File: src/rtl/display_scan_sequencer_if.sv
// Word channel from the scan sequencer to the 74HC595 serial shifter.
// A word transfers on each rising clock edge where tx_valid and tx_ready are both high.
interface display_scan_sequencer_if;
    logic        tx_valid;
    logic [15:0] tx_data;
    logic        tx_ready;

    modport master (output tx_valid, output tx_data, input tx_ready);
    modport slave  (input tx_valid, input tx_data, output tx_ready);
endinterface

File: src/rtl/display_scan_sequencer.sv
// Scan controller for an 8-digit 7-segment chain: one {dp, seg, sel} word per digit,
// handed to the shifter and then held for a dwell time; new data is taken only at frame start.
module display_scan_sequencer #(
    parameter int DIGITS       = 8,
    parameter int DWELL_CYCLES = 50000,
    parameter int CNT_W        = 16
) (
    input  logic                        clk,
    input  logic                        reset,
    input  logic                        en,
    input  logic [31:0]                 data_bcd,
    input  logic                        data_valid,
    input  logic                        blank_lz,
    display_scan_sequencer_if.master    tx,
    output logic                        frame_done,
    output logic                        busy
);

    typedef enum logic [1:0] {IDLE, LOAD, SEND, DWELL} state_t;

    localparam logic [CNT_W-1:0] DWELL_LAST = CNT_W'(DWELL_CYCLES - 1);
    localparam logic [2:0]       LAST_DIGIT = 3'(DIGITS - 1);

    state_t           state, state_nxt;
    logic [31:0]      shadow, active;
    logic [2:0]       digit_idx;
    logic [CNT_W-1:0] dwell_cnt;
    logic [15:0]      tx_data_q;
    logic             dwell_end;

    logic [31:0]      src;
    logic [3:0]       nibble;
    logic             upper_zero;
    logic             blank;
    logic [6:0]       seg;
    logic [7:0]       sel;
    logic [15:0]      word_nxt;

    // Active-low segments, bit order {g,f,e,d,c,b,a}; anything above 9 shows a dash.
    function automatic logic [6:0] seg_of(input logic [3:0] n);
        case (n)
            4'd0:    seg_of = 7'h40;
            4'd1:    seg_of = 7'h79;
            4'd2:    seg_of = 7'h24;
            4'd3:    seg_of = 7'h30;
            4'd4:    seg_of = 7'h19;
            4'd5:    seg_of = 7'h12;
            4'd6:    seg_of = 7'h02;
            4'd7:    seg_of = 7'h78;
            4'd8:    seg_of = 7'h00;
            4'd9:    seg_of = 7'h10;
            default: seg_of = 7'h3F;
        endcase
    endfunction

    assign dwell_end = (state == DWELL) && (dwell_cnt == DWELL_LAST);

    // NOTE: every always_comb output gets a default first, so no path can infer a latch.
    always_comb begin
        state_nxt = state;
        case (state)
            IDLE:    if (en) state_nxt = LOAD;
            LOAD:    state_nxt = SEND;
            SEND:    if (tx.tx_ready) state_nxt = DWELL;
            DWELL:   if (dwell_end) state_nxt = en ? LOAD : IDLE;
            default: state_nxt = IDLE;
        endcase
    end

    // Digit 0 is built from the shadow directly, since that is what active becomes this cycle.
    always_comb begin
        src        = (digit_idx == 3'd0) ? shadow : active;
        nibble     = src[{digit_idx, 2'b00} +: 4];
        upper_zero = 1'b1;
        for (int j = 0; j < 8; j++) begin
            if (j >= int'(digit_idx) && j < DIGITS && src[j*4 +: 4] != 4'd0)
                upper_zero = 1'b0;
        end
        blank          = blank_lz && (digit_idx != 3'd0) && upper_zero;
        seg            = blank ? 7'h7F : seg_of(nibble);
        sel            = 8'hFF;
        sel[digit_idx] = 1'b0;
        word_nxt       = {1'b1, seg, sel};
    end

    // NOTE: sequential state uses non-blocking assignments only, so every register
    // samples pre-edge values regardless of statement order.
    always_ff @(posedge clk) begin
        if (reset) begin
            state      <= IDLE;
            shadow     <= '0;
            active     <= '0;
            digit_idx  <= '0;
            dwell_cnt  <= '0;
            tx_data_q  <= 16'hFFFF;
            frame_done <= 1'b0;
        end else begin
            state      <= state_nxt;
            frame_done <= 1'b0;
            if (data_valid)
                shadow <= data_bcd;
            case (state)
                LOAD: begin
                    tx_data_q <= word_nxt;
                    if (digit_idx == 3'd0)
                        active <= shadow;
                end
                SEND:
                    dwell_cnt <= '0;
                DWELL: begin
                    dwell_cnt <= dwell_cnt + 1'b1;
                    if (dwell_end) begin
                        dwell_cnt  <= '0;
                        frame_done <= (digit_idx == LAST_DIGIT);
                        digit_idx  <= (digit_idx == LAST_DIGIT) ? 3'd0 : digit_idx + 3'd1;
                    end
                end
                default: ;
            endcase
        end
    end

    assign tx.tx_valid = (state == SEND);
    assign tx.tx_data  = tx_data_q;
    assign busy        = (state != IDLE);

endmodule

File: src/flat_wrapper.sv
// flat-port wrapper written by rule: the top's interface ports become plain ports
module display_scan_sequencer_flat 
#(
    parameter int DIGITS       = 8,
    parameter int DWELL_CYCLES = 50000,
    parameter int CNT_W        = 16
)
  (clk, reset, en, data_bcd, data_valid, blank_lz, frame_done, busy, tx_tx_valid, tx_tx_data, tx_tx_ready);
  display_scan_sequencer_if tx_i ();
  input  logic clk;
  input  logic reset;
  input  logic en;
  input  logic [31:0] data_bcd;
  input  logic data_valid;
  input  logic blank_lz;
  output logic frame_done;
  output logic busy;
  output wire logic [$bits(tx_i.tx_valid)-1:0] tx_tx_valid;
  output wire logic [$bits(tx_i.tx_data)-1:0] tx_tx_data;
  input wire logic [$bits(tx_i.tx_ready)-1:0] tx_tx_ready;
  assign tx_tx_valid = tx_i.tx_valid;
  assign tx_tx_data = tx_i.tx_data;
  assign tx_i.tx_ready = tx_tx_ready;
  display_scan_sequencer #(.DIGITS(DIGITS), .DWELL_CYCLES(DWELL_CYCLES), .CNT_W(CNT_W)) u_core (.clk(clk), .reset(reset), .en(en), .data_bcd(data_bcd), .data_valid(data_valid), .blank_lz(blank_lz), .tx(tx_i), .frame_done(frame_done), .busy(busy));
endmodule
File: config.mk
export PLATFORM = sky130hd
export DESIGN_NAME = display_scan_sequencer_flat
export DESIGN_NICKNAME = d
export VERILOG_FILES = /design/src/rtl/display_scan_sequencer_if.sv /design/src/rtl/display_scan_sequencer.sv /design/src/flat_wrapper.sv
export SDC_FILE = /design/constraint.sdc
export NUM_CORES = 1
export LEC_CHECK = 0
export CAP_MARGIN = 15
export CORE_UTILIZATION = 35
export CTS_BUF_LIST = sky130_fd_sc_hd__clkbuf_16
export DETAILED_ROUTE_END_ITERATION = 16
export HOLD_SLACK_MARGIN = 0.06
export PLACE_DENSITY = 0.63
export SLEW_MARGIN = 20
export SYNTH_ARGS = -nofsm -noshare
export SYNTH_HDL_FRONTEND = slang
export SYNTH_SLANG_ARGS = --single-unit
File: constraint.sdc
create_clock -name clk -period 3.95 [get_ports clk]
set_input_delay 0.395 -clock clk [delete_from_list [all_inputs] [get_ports clk]]
set_output_delay 0.395 -clock clk [all_outputs]
set_load 0.02 [all_outputs]
==> results by group, run 1 <==
Run
  • Max_cap viols: 0

Logic synthesis
  • Netlist Area Pre-Place: 4812 µm²
  • Yosys warnings: 0
  • Asr flop ratio synth: 0
  • Area leader, netlist: dfxtp_1
  • Synth Register Bits: 101
  • Sequential share of the synthesized area: 0.4202
  • Distinct cells, synth: 57
  • Synth Area per Inst: 8.624 µm²
  • Ranking of synthesized cells by area: dfxtp_1 (42%), mux2i_1 (11%), nand2_1 (6.3%)
  • Top-area cell type share of the netlist area: 0.4202
  • EDFF count, synth: 0
  • Synth cell count leaders: dfxtp_1 (101), nand2_1 (81), nor2_1 (57)
  • Top-count cell post-synth: dfxtp_1
  • Syn_nets: 611
  • Prevailing post-synth register cell: dfxtp_1
  • Mapped Cells: approximately 560

Critical path
  • CP Class: flip-flop to flip-flop
  • Crit end category: flip-flop
  • Reg-to-reg slack, setup: 800 ps
  • Reg2reg path depth: 11
  • CP max FO: 13
  • Worst R2R Start: u_core.digit_idx[1]$_SDFFE_PP0P_
  • Crit path from: u_core.digit_idx[1]$_SDFFE_PP0P_
  • CP max-delay cell: ha_1
  • Crit path buffers/inverters: 3
  • Crit-path leading delay family: adder cells
  • R2r endpoint: u_core.tx.tx_data[13]$_SDFFE_PP1N_
  • CP Cell Sequence: inv_1 -> ha_1 -> buf_4 -> mux2i_1 -> o22ai_1 -> a211oi_2 -> inv_1 -> ha_1 -> nor2_1 -> o32ai_1 -> or3b_1
  • Critical path's largest stage delay: between 500 and 600 ps
  • Critical path arrival: 3370 ps
  • CP Data Required Time: 4170 ps
  • Stages on the worst setup path: 11
  • Startpoint types: flip-flop

Floorplan
  • CORE AREA: 13350 µm²
  • Die W: 119.3 µm
  • Die Ht: 119.3 µm
  • Starting Density: 0.3605
  • Full die area: 14220 µm²
  • I/O Pins: 57
  • Row count: 42

Power
  • Seq pwr share: 0.413
  • Clock Power Share: 0.317
  • Internal power: 2.006 mW
  • P_sw: 906.5 µW
  • Sw Ratio: 0.3112
  • Lkg Pwr: 2.300 nW
  • Logic gate share of total power: 0.269
  • Power per cell area: roughly 500 nW/µm²
  • Peak supply drop: 0.2966 mV
  • Pwr Total: 2.912 mW

CTS
  • Root Buffer: clkbuf_16
  • Clock tree from TritonCTS: yes
  • Cts bufs inserted: 9
  • Post-CTS Hold Fix Bufs: 0
  • CTS Buffer Depth: 2
  • Clock Pin Slew Worst Setup and Hold Paths: 70 ps
  • Setup bufs post-CTS: 0
  • Worst-skew pair later-pin latency: 340 ps
  • Num Clock Sinks: 101
  • CTS H-tree depth: 3
  • Post-CTS Resized: 0

Placement
  • GP Congestion: approximately 0.83
  • Pre-CTS setup slack: about 810 ps
  • I/O Buffers: 55
  • HPWL Detailed: 7639 µm

STA
  • WHS: roughly 460 ps
  • Final setup fails: 0
  • Slew headroom: 0.3274
  • Fin crit share: 0.7963
  • Slew Limit Fails: 0
  • Final Skew: 6.520 ps
  • Worst slew pin tran: 1009 ps
  • Setup TNS: 0 ps
  • Fin crit period: 3145 ps
  • PnR worst setup slack: 804.7 ps
  • Maximum clock rate: 0.3179 GHz
  • RSZ-0062 raised after global routing: false
  • Fin. Hold Viols: 0

Detailed routing
  • Detail Route Antenna Nets: 0
  • Drt pass-1 iters: 5
  • DR iter-0 viols: approximately 280
  • Routed wire length: 10900 µm
  • Vias/cell: about 5.2
  • Per-cell routed wire length: approximately 14 µm
  • DR vias: around 4000
  • DRC: 0

Layout
  • Layout cell share with drive strength beyond 1: 0.06868
  • Layout Nets: 645
  • Diodes inserted: 0
  • P&R area growth vs syn: 20.10%

Global routing
  • GRT Util Overall: 0.1560
  • First-pass GRT wire length: 17910 µm
  • GRT Residual Overflow: 0
  • Vias in the first global route: 3740
  • Largest net degree at the start of global routing: 57
  • Initial antenna violation count: 0

Hold path
  • WHS Endpoint: u_core.active[0]$_SDFFE_PP0N_
  • Hold_sp: u_core.active[0]$_SDFFE_PP0N_
  • Hold depth: 2
  • Worst hold-check path type: flip-flop to flip-flop

Status
  • Outcome: complete, no violations
==> state kept, by name, summed over array words and instances (netlist names) <==
name               cells
u_core.frame_done      1
u_core.digit_idx       3
u_core.tx.tx_data     15
u_core.shadow         32
u_core.dwell_cnt      16
u_core.state           2
u_core.active         32
==> placed cells by master, fill, tap and decap left out, types with 8 or more instances in the layout <==
cell type and n:
o22ai_1 13, nand2b_1 10, clkbuf_16 9, nand2_1 80, nor4_1 10, a21oi_1 52
ha_1 15, dfxtp_1 101, buf_4 8, nor2_1 57, clkdlybuf4s50_1 53, o21ai_0 14
mux2i_1 53, inv_1 13
==> how the worst max path moves through the flow <==
stage and to:
6_report u_core.tx.tx_data[13]$_SDFFE_PP1N_, 5_1_grt u_core.tx.tx_data[13]$_SDFFE_PP1N_, 4_1_cts u_core.tx.tx_data[13]$_SDFFE_PP1N_, 3_5_place_dp u_core.tx.tx_data[13]$_SDFFE_PP1N_, 3_3_place_gp u_core.tx.tx_data[13]$_SDFFE_PP1N_, 2_1_floorplan u_core.tx.tx_data[11]$_SDFFE_PP1N_
==> power groups by stage <==
stage	clock network [mW]	logic, mW	registers [mW]
finish	0.924	0.784	1.20
global route	0.996	0.861	1.22
CTS	0.944	0.789	1.20
detailed placement	0	0.784	1.23
global placement	0	0.766	1.22
floorplan	0	0.479	1.26
==> per-layer routing <==
layer	track usage	vias to the layer above	share of wire
met2	0.2631	83	0.47
li1	-	2030	-
met3	0.03975	8	0.044
met5	0	-	0
met1	0.1973	1877	0.48
met4	0.03877	0	0.0094
==> worst register-to-register path: stages (launching register included) <==
cell and delay [ps]:
dfxtp_1 310, inv_1 120, ha_1 540, buf_4 330, mux2i_1 230, o22ai_1 110
a211oi_2 450, inv_1 140, ha_1 250, nor2_1 120, o32ai_1 100, or3b_1 350
==> layout make-up <==
| class | instances | area [µm²] |
|---|---|---|
| fill | 1308 | 7569 |
| clock buffer | 9 | 225.2 |
| clock inverter | 7 | 90.09 |
| tap | 176 | 220.2 |
| multi-input combinational | 405 | 2576 |
| inverter | 12 | 45.04 |
| timing repair buffer | 63 | 600.6 |
| sequential | 101 | 2022 |
==> kinds of logic (layout without fill, tap and decap cells) <==
logic type,after synthesis,in the layout,share of synthesized area
simple gates,219,219,0.2218
mux,58,58,0.1313
flops,101,101,0.4202
compound gates,112,112,0.1420
other cells,1,1,0.0007793
fa+ha+maj,15,15,0.03900
buf+inv,52,91,0.04498
==> through the flow <==
stage | instances | util | area, µm²
finish | 773 | 0.4330 | 5779
global route | 773 | 0.4330 | 5779
detailed placement | 757 | 0.4092 | 5461
CTS | 773 | 0.4328 | 5777
global placement | 757 | 0.4092 | 5461
floorplan | 558 | - | 4812
No activity file was read; power rests on OpenSTA's default activity.
==> run 2: changes to the inputs <==
Settings changed: PLACE_DENSITY 0.63 to 0.65.
Clock period 3.95 ns to 2.7 ns, I/O delays scaled along.
==> run 2 against run 1 <==
Non-clock buffer count is 10 higher. Utilization grew 0.74 points. Die area is the same. Global-route usage rose by 0.49 points. Worst hold slack improved by 6.5 ps. Design area is 1.7% higher. Register-to-register slack lost 600 ps. Maximum frequency is 26% higher. Power is 45% higher. Critical path depth fell by 2.
==> results by group, run 2 (synthesis gave the netlist of run 1 again) <==
Power
  • Lkg Pwr: 2.339 nW (was 2.300 nW)
  • Peak supply drop: 0.4248 mV (was 0.2966 mV)
  • Power per cell area: 716.6 nW/µm² (was 503.9 nW/µm²)

Detailed routing
  • DR iter-0 viols: 283 (was 275)
  • Routed wire length: 11000 µm (was 10900 µm)
  • DRC: 0 (unchanged)
  • Per-cell routed wire length: 14.04 µm (was 14.10 µm)
  • Drt pass-1 iters: 5 (unchanged)
  • DR vias: 4041 (was 3998)
  • Vias/cell: 5.161 (was 5.172)
  • Detail Route Antenna Nets: 0 (unchanged)

Layout
  • Commonest non-fill, non-tap cell in the layout: dfxtp_1 (unchanged)
  • Register area: 2024 µm² (was 2022 µm²)
  • Footprint of the multi-input gates: 2596 µm² (was 2576 µm²)
  • Diodes inserted: 0 (unchanged)
  • Biggest regs: u_core.active: 32 flops, u_core.shadow: 32 flops, u_core.dwell_cnt: 16 flops (unchanged)
  • Post-route cell area: 5878 µm² (was 5779 µm²)
  • P&R area growth vs syn: 22.15% (was 20.10%)
  • Layout cell share with drive strength beyond 1: 0.09390 (was 0.06868)
  • Layout Nets: 655 (was 645)
  • Most frequent cells in the layout: dfxtp_1 (99), nand2_1 (81), nor2_1 (57) (was dfxtp_1 (101), nand2_1 (80), nor2_1 (57))
  • Fill count: 1290 (was 1308)

Global routing
  • Largest net degree at the start of global routing: 59 (was 57)
  • Initial antenna violation count: 0 (unchanged)
  • GRT Residual Overflow: 0 (unchanged)
  • Vias in the first global route: 3906 (was 3740)
  • GRT Util Overall: 0.1608 (was 0.1560)
  • First-pass GRT wire length: 18460 µm (was 17910 µm)

Floorplan
  • I/O Pins: 57 (unchanged)
  • CORE AREA: 13350 µm² (unchanged)
  • Full die area: 14220 µm² (unchanged)
  • Row count: 42 (unchanged)
  • Die Ht: 119.3 µm (unchanged)
  • Die W: 119.3 µm (unchanged)
  • Starting Density: 0.3605 (unchanged)

CTS
  • Clock Pin Slew Worst Setup and Hold Paths: 70 ps (about the same)
  • Cts bufs inserted: 9 (unchanged)
  • Root Buffer: clkbuf_16 (unchanged)
  • Num Clock Sinks: 101 (unchanged)
  • Clock tree from TritonCTS: yes (unchanged)
  • Post-CTS Hold Fix Bufs: 0 (unchanged)
  • CTS Buffer Depth: 2 (unchanged)
  • Worst-skew pair later-pin latency: 340 ps (about the same)
  • CTS H-tree depth: 3 (unchanged)

STA
  • Fin crit share: 0.9246 (was 0.7963)
  • Slew headroom: 0.3231 (was 0.3274)
  • Slew Limit Fails: 0 (unchanged)
  • Fin. Hold Viols: 0 (unchanged)
  • Final setup fails: 0 (unchanged)
  • Maximum clock rate: 0.4006 GHz (was 0.3179 GHz)
  • Fin crit period: 2496 ps (was 3145 ps)
  • WHS: 468.1 ps (was 461.6 ps)
  • RSZ-0062 raised after global routing: false (unchanged)
  • Worst slew pin tran: 1015 ps (was 1009 ps)
  • Final Skew: 6.164 ps (was 6.520 ps)

Placement
  • HPWL Detailed: 7939 µm (was 7639 µm)
  • I/O Buffers: 55 (unchanged)
  • GP Congestion: 0.8619 (was 0.8329)
  • Dpl cell area: 5543 µm² (was 5461 µm²)

Critical path
  • Startpoint types: flip-flop (unchanged)
  • Crit end category: flip-flop (unchanged)
  • CP max FO: 9 (was 13)
  • CP Data Required Time: 2920 ps (was 4170 ps)
  • Critical path arrival: 2720 ps (was 3370 ps)
  • CP Class: flip-flop to flip-flop (unchanged)

Run
  • Max_cap viols: 0 (unchanged)

Status
  • Outcome: complete, no violations (unchanged)

Hold path
  • Worst hold-check path type: flip-flop to flip-flop (unchanged)
run 2: cell types whose count changed in the layout (fill, tap and decap cells not counted), sizes merged:
cell	before	now
inv	14	12
clkinv	3	4
buf	10	20
bufinv	2	1
clkinvlp	0	2
run 2: worst paths after layout:
path                                                  startpoint                                  to  slack [ps]  cells past startpoint
worst max-delay path            u_core.digit_idx[0]$_SDFFE_PP0P_  u_core.tx.tx_data[13]$_SDFFE_PP1N_         200                      9
worst min-delay path               u_core.active[2]$_SDFFE_PP0N_       u_core.active[2]$_SDFFE_PP0N_         470                      2
worst max register to register  u_core.digit_idx[0]$_SDFFE_PP0P_  u_core.tx.tx_data[13]$_SDFFE_PP1N_         200                      9
worst min register to register     u_core.active[2]$_SDFFE_PP0N_       u_core.active[2]$_SDFFE_PP0N_         470                      2
run 2: cell type report:
| type | count | area share |
|---|---|---|
| clock buffer | 9 | 0.03831 |
| sequential | 101 | 0.3444 |
| timing repair buffer | 73 | 0.1183 |
| clock inverter | 7 | 0.01128 |
| multi-input combinational | 405 | 0.4417 |
| tap | 176 | 0.03746 |
| inverter | 12 | 0.008514 |
run 2: critical path, stage by stage, from the launching register on:
cell and delay [ps]:
dfxtp_2 350, inv_4 70, ha_4 200, buf_12 130
mux2i_1 290, o22ai_1 130, a211oi_2 500, a21oi_1 110
o21ai_1 200, or3b_1 380
run 2: layer usage:
layer  share of wire  vias to the layer above  track usage
met1            0.46                     1885       0.1998
met5               0                        -            0
met3           0.040                       19      0.03496
li1                -                     2053            -
met4           0.021                        0      0.06646
met2            0.48                       84       0.2682
run 2: per-stage QoR:
stage	instances	util	total power, mW	setup slack (ps)	TNS (ps)
final	783	0.4404	4.212	203.6	0
after global routing	783	0.4404	4.443	66.33	0
after CTS	780	0.4371	4.257	91.10	0
after detailed placement	764	0.4153	2.983	114.9	0
after global placement	764	0.4153	2.945	180.2	0
after floorplan	558	-	2.543	-275.4	-539.5
run 2: timing repair:
| action | CTS | global route |
|---|---|---|
| setup endpoints to repair | 0 | 3 |
| resized for setup | 0 | 3 |
| setup buffers | 0 | 3 |
run 2: report_power, final:
part | switching (mW) | internal, mW
Sequential | 0.116 | 1.65
Clock | 0.550 | 0.711
Combinational | 0.672 | 0.515
Total | 1.34 | 2.87
